File: src/rtl/pixel_streamer.sv
// pixel_streamer: frame buffer played back in raster order, one pixel per divided-clock period.
module pixel_streamer #(
  parameter int IMG_W  = 8,
  parameter int IMG_H  = 8,
  parameter int DIV    = 6,
  parameter int ADDR_W = 6
) (
  input  logic              clk,
  input  logic              rst,
  input  logic              wr_en,
  input  logic [ADDR_W-1:0] wr_addr,
  input  logic [7:0]        wr_data,
  input  logic              start,
  output logic [7:0]        pixel_out,
  output logic              pixel_valid,
  output logic              sof,
  output logic              eol,
  output logic              eof,
  output logic              slow_clk_out,
  output logic              busy,
  output logic              done
);
  localparam int CNT_W = $clog2(DIV);
  localparam int COL_W = IMG_W > 1 ? $clog2(IMG_W) : 1;
  localparam int ROW_W = IMG_H > 1 ? $clog2(IMG_H) : 1;
  typedef enum logic [1:0] {IDLE, ARM, STREAM, DONE} state_t;
  state_t state;
  logic [7:0] mem [2**ADDR_W];
  logic [CNT_W-1:0] cnt;
  logic [COL_W-1:0] col;
  logic [ROW_W-1:0] row;
  logic [ADDR_W-1:0] idx, nidx;
  logic upd, wrap, last, col_last;
  assign upd      = cnt == CNT_W'(DIV/2-1);
  assign wrap     = cnt == CNT_W'(DIV-1);
  assign last     = idx == ADDR_W'(IMG_W*IMG_H-1);
  assign col_last = col == COL_W'(IMG_W-1);
  assign nidx     = idx + 1'b1;
  assign busy     = state != IDLE;
  // Buffer has no reset so a frame survives rst.
  always_ff @(posedge clk)
    if (wr_en && state == IDLE) mem[wr_addr] <= wr_data;
  always_ff @(posedge clk) begin
    if (rst) begin
      state        <= IDLE;
      cnt          <= '0;
      slow_clk_out <= 1'b0;
      col          <= '0;
      row          <= '0;
      idx          <= '0;
      pixel_out    <= '0;
      pixel_valid  <= 1'b0;
      sof          <= 1'b0;
      eol          <= 1'b0;
      eof          <= 1'b0;
      done         <= 1'b0;
    end else begin
      cnt  <= wrap ? '0 : cnt + 1'b1;
      done <= 1'b0;
      if (wrap) slow_clk_out <= 1'b1;
      else if (upd) slow_clk_out <= 1'b0;
      case (state)
        IDLE: if (start) state <= ARM;
        ARM: if (upd) begin
          state       <= STREAM;
          pixel_out   <= mem[0];
          pixel_valid <= 1'b1;
          sof         <= 1'b1;
          eol         <= IMG_W == 1;
          eof         <= IMG_W*IMG_H == 1;
          col         <= '0;
          row         <= '0;
          idx         <= '0;
        end
        STREAM: if (upd) begin
          if (last) begin
            state       <= DONE;
            pixel_out   <= '0;
            pixel_valid <= 1'b0;
            sof         <= 1'b0;
            eol         <= 1'b0;
            eof         <= 1'b0;
            done        <= 1'b1;
            col         <= '0;
            row         <= '0;
            idx         <= '0;
          end else begin
            col       <= col_last ? '0 : col + 1'b1;
            row       <= col_last ? row + 1'b1 : row;
            idx       <= nidx;
            pixel_out <= mem[nidx];
            sof       <= 1'b0;
            eol       <= col_last ? IMG_W == 1 : (col + 1'b1) == COL_W'(IMG_W-1);
            eof       <= nidx == ADDR_W'(IMG_W*IMG_H-1);
          end
        end
        DONE: state <= IDLE;
        default: state <= IDLE;
      endcase
    end
  end
endmodule

File: config.mk
export PLATFORM = sky130hd
export DESIGN_NAME = pixel_streamer
export DESIGN_NICKNAME = d
export VERILOG_FILES = /design/src/rtl/pixel_streamer.sv
export SDC_FILE = /design/constraint.sdc
export NUM_CORES = 1
export LEC_CHECK = 0
export ABC_CLOCK_PERIOD_IN_PS = 3900
export BUFFER_PORTS_ARGS = -buffer_cell sky130_fd_sc_hd__buf_4
export CORE_MARGIN = 2
export CORE_UTILIZATION = 65
export CTS_BUF_LIST = sky130_fd_sc_hd__clkbuf_8
export DETAILED_ROUTE_END_ITERATION = 12
export PLACE_DENSITY_LB_ADDON = 0.05
export SKIP_CTS_REPAIR_TIMING = 1
export SYNTH_ARGS = -nofsm -noshare
export SYNTH_HDL_FRONTEND = slang
export SYNTH_SLANG_ARGS = --single-unit
File: constraint.sdc
create_clock -name clk -period 3.9 [get_ports clk]
set_input_delay 0.195 -clock clk [delete_from_list [all_inputs] [get_ports clk]]
set_output_delay 0.195 -clock clk [all_outputs]
set_load 0.1 [all_outputs]
==> reports/results.ini <==
[route]
drt_pre_antenna_iters = 6
num_vias = 11130
drtIter0Drc = 1435
detail_route.wl_per_cell_um = 27.60
drc = 0
avgViaCountPerCell = 6.441
route.antenna.remaining_nets = 0
routed_wirelength_mm = 47.69

[logic_synthesis]
postSynthCellCount = 1148
synthMostInstantiatedCell = edfxtp_1
synth_top_cells_by_count = edfxtp_1 (512), nand2_1 (124), mux4_2 (113)
syn_nets = 1178
async_reset_ff_share_pct = 0
synth_area_leaders = edfxtp_1 (72%), mux4_2 (12%), dfxtp_1 (2.6%)
post_synth.cell_area_avg_um2 = 18.69
synth_seq_area_share_pct = 74.29
yosys_warnings = 0
synth-edff-count = 512
synth_top_area_share_pct = 71.68
netlist.top_cell.by_area = edfxtp_1
ys.flop_type = edfxtp_1
synth_seq_cells = 540
ys_types = 50
cell_area_after_synthesis_um2 = 21450

[floorplanning]
die_x_um = 185.7
core.rowCount = 66
fp.dieArea_um2 = 34470
die_height_um = 185.7
initial_utilization_pct = 65.93
coreArea_um2 = 32540
ioPinCount = 33

[setup_path]
timing.critical_path.from_type = register
timing.critical_path.to_type = register
worstPathRequired_ns = 4.38
cp.arrival_ns = 3.59
reg2reg_from = idx[0]$_SDFFE_PP0P_
crit_path_start = idx[0]$_SDFFE_PP0P_
worst-path-max-fanout = 49
path_type_of_the_worst_setup_path = reg -> reg

[power_and_ir_drop]
pleak_nw = 7.609
pwr_density_cell_nw_per_um2 = 481.6
irDropWorstVdd_v = 0.0004478
total_power_w = 0.01134

[sta]
setup_viol = 0
drv_slew = 0
grt_setup_unrepaired = false
sum_of_negative_setup_slack_ns = 0
finalCritPeriodShare_pct = 79.67
final.min_clock_period_ns = 3.107
maxClockFrequency_mhz = 321.9
skew_ns = 0.02416
timing.slew.headroom_pct = 33.62
tightestPinTransition_ns = 0.9920
final_hold_viol_count = 0

[layout]
synthToLayoutAreaGrowth_pct = 9.735
utilization_after_layout_pct = 72.35
post_route_cells_drive_above_1_share_pct = 21.23
fin_nets = 1248
nFillCells = 2043
antenna_cells_inserted = 0

[clock_network]
clkSinkCount = 540
clkLatencyLatePin_ns = 0.62
cts_root_buf = clkbuf_8
cts_htree_levels = 3
numCtsBuffers = 83
cts-root-to-sink-buffers = 3
tritoncts = yes
clkTransAtPathRegs_ns = 0.06

[global_routing]
overall_overflow_remaining_after_global_route = 0
grt_max_degree = 88
grt_pass1_wl_mm = 71.59
grt_pass1_vias = 11200
grtUsageTotal_pct = 29.53
initial_antenna_violation_count = 0

[placement]
gp_congestion = 0.8383
dp.final_hpwl_mm = 28.51
numPortBuffers = 32

[outcome]
run_status = finished, final reports clean

[job]
cap_viol_max_count = 0

[worst_hold_path]
min-delay-path-class = in -> reg
worstHoldStart = wr_data[2]

layer usage:
layer / routed length [um] / vias to the layer above / track usage (%)
li1: - / 4745 / -
met1: 19110 / 5706 / 42.23
met2: 22920 / 577 / 46.12
met3: 4060 / 102 / 5.791
met4: 1594 / 0 / 11.50
met5: 0 / - / 0
layout by cell type (no fill, tap or decap), types with 2 or more instances in the layout:
cell type      count
edfxtp_1         512
nand2_1          124
mux4_2           113
nor2_1            87
clkbuf_8          85
nand3_1           46
buf_4             46
inv_1             37
dfxtp_1           27
clkinv_1          25
a21oi_1           22
mux2i_1           16
mux4_1            15
a32oi_1           14
a31oi_1           11
ha_1              11
nand3b_1           9
clkinv_2           9
nor3b_1            7
nor3_1             7
o221ai_1           5
or2_2              5
nor2b_1            4
nand4_1            4
and3_1             3
o21ai_0            3
clkinvlp_4         3
buf_12             3
xnor2_1            2
nand2b_1           2
or3_1              2
a311oi_1           2
a22oi_1            2
inv_6              2
dlygate4sd3_1      2
final timing paths:
kind | slack (ns) | end | cells after the start
worst max-delay path | 0.79 | pixel_out[4]$_SDFFE_PP0P_ | 8
worst max register to register | 0.79 | pixel_out[4]$_SDFFE_PP0P_ | 8
worst min-delay path | 0.15 | mem[56][2]$_DFFE_PP_ | 1
worst min register to register | 0.45 | slow_clk_out$_SDFFE_PP0P_ | 2
critical path: stages, from the launching register on:
cell and delay, ns:
dfxtp_4 0.50, ha_1 0.43, xor2_4 0.21, buf_4 0.62, mux4_1 0.66, nand2_1 0.09, a32oi_1 0.11, nand3_1 0.17
o221ai_1 0.14
registers in the layout (all words and copies together) (netlist names):
register,count
cnt,3
col,3
done,1
eof,1
eol,1
idx,6
mem,512
pixel_out,8
pixel_valid,1
slow_clk_out,1
sof,1
state,2
cells by family (layout without fill, tap and decap cells):
family                   count (synthesis)  count (layout)  share of synthesized area [%]
adder cells (fa/ha/maj)                 12              12                         0.6999
flip-flops                             540             540                          74.29
AND/OR/NAND/NOR                        305             305                          6.247
multiplexers                           144             144                          14.45
buffers and inverters                   75             213                          1.960
XOR/XNOR                                 5               5                         0.2392
AO/OA/AOI/OAI                           67              67                          2.117
metrics by stage:
stage               hold slack (ns)  setup slack, ns  instance area [um^2]  instances
floorplan                    0.2939           0.9107                 21450       1148
global placement             0.4411           0.8905                 22060       1573
detailed placement           0.4500           0.8199                 22060       1573
CTS                        -0.07340           0.7994                 23520       1726
global route                 0.1681           0.6032                 23540       1728
finish                       0.1520           0.7930                 23540       1728
layout make-up:
| cell class | count | area, um^2 | area share, % |
|---|---|---|---|
| inverters | 9 | 33.78 | 0.1435 |
| clock buffers | 85 | 1170 | 4.970 |
| repair buffers | 51 | 425.4 | 1.807 |
| flip-flops and latches | 540 | 15940 | 67.71 |
| multi-input cells | 533 | 5130 | 21.79 |
| well taps | 442 | 553.0 | 2.349 |
| clock inverters | 68 | 287.8 | 1.223 |
where the power goes:
part / switching [W] / internal (W) / total, W
Clock: 0.00212 / 0.00203 / 0.00415
Combinational: 0.000532 / 0.000220 / 0.000752
Sequential: 0.0000322 / 0.00640 / 0.00643
Total: 0.00268 / 0.00866 / 0.0113
Note: power is estimated with default switching activity, not from simulation.
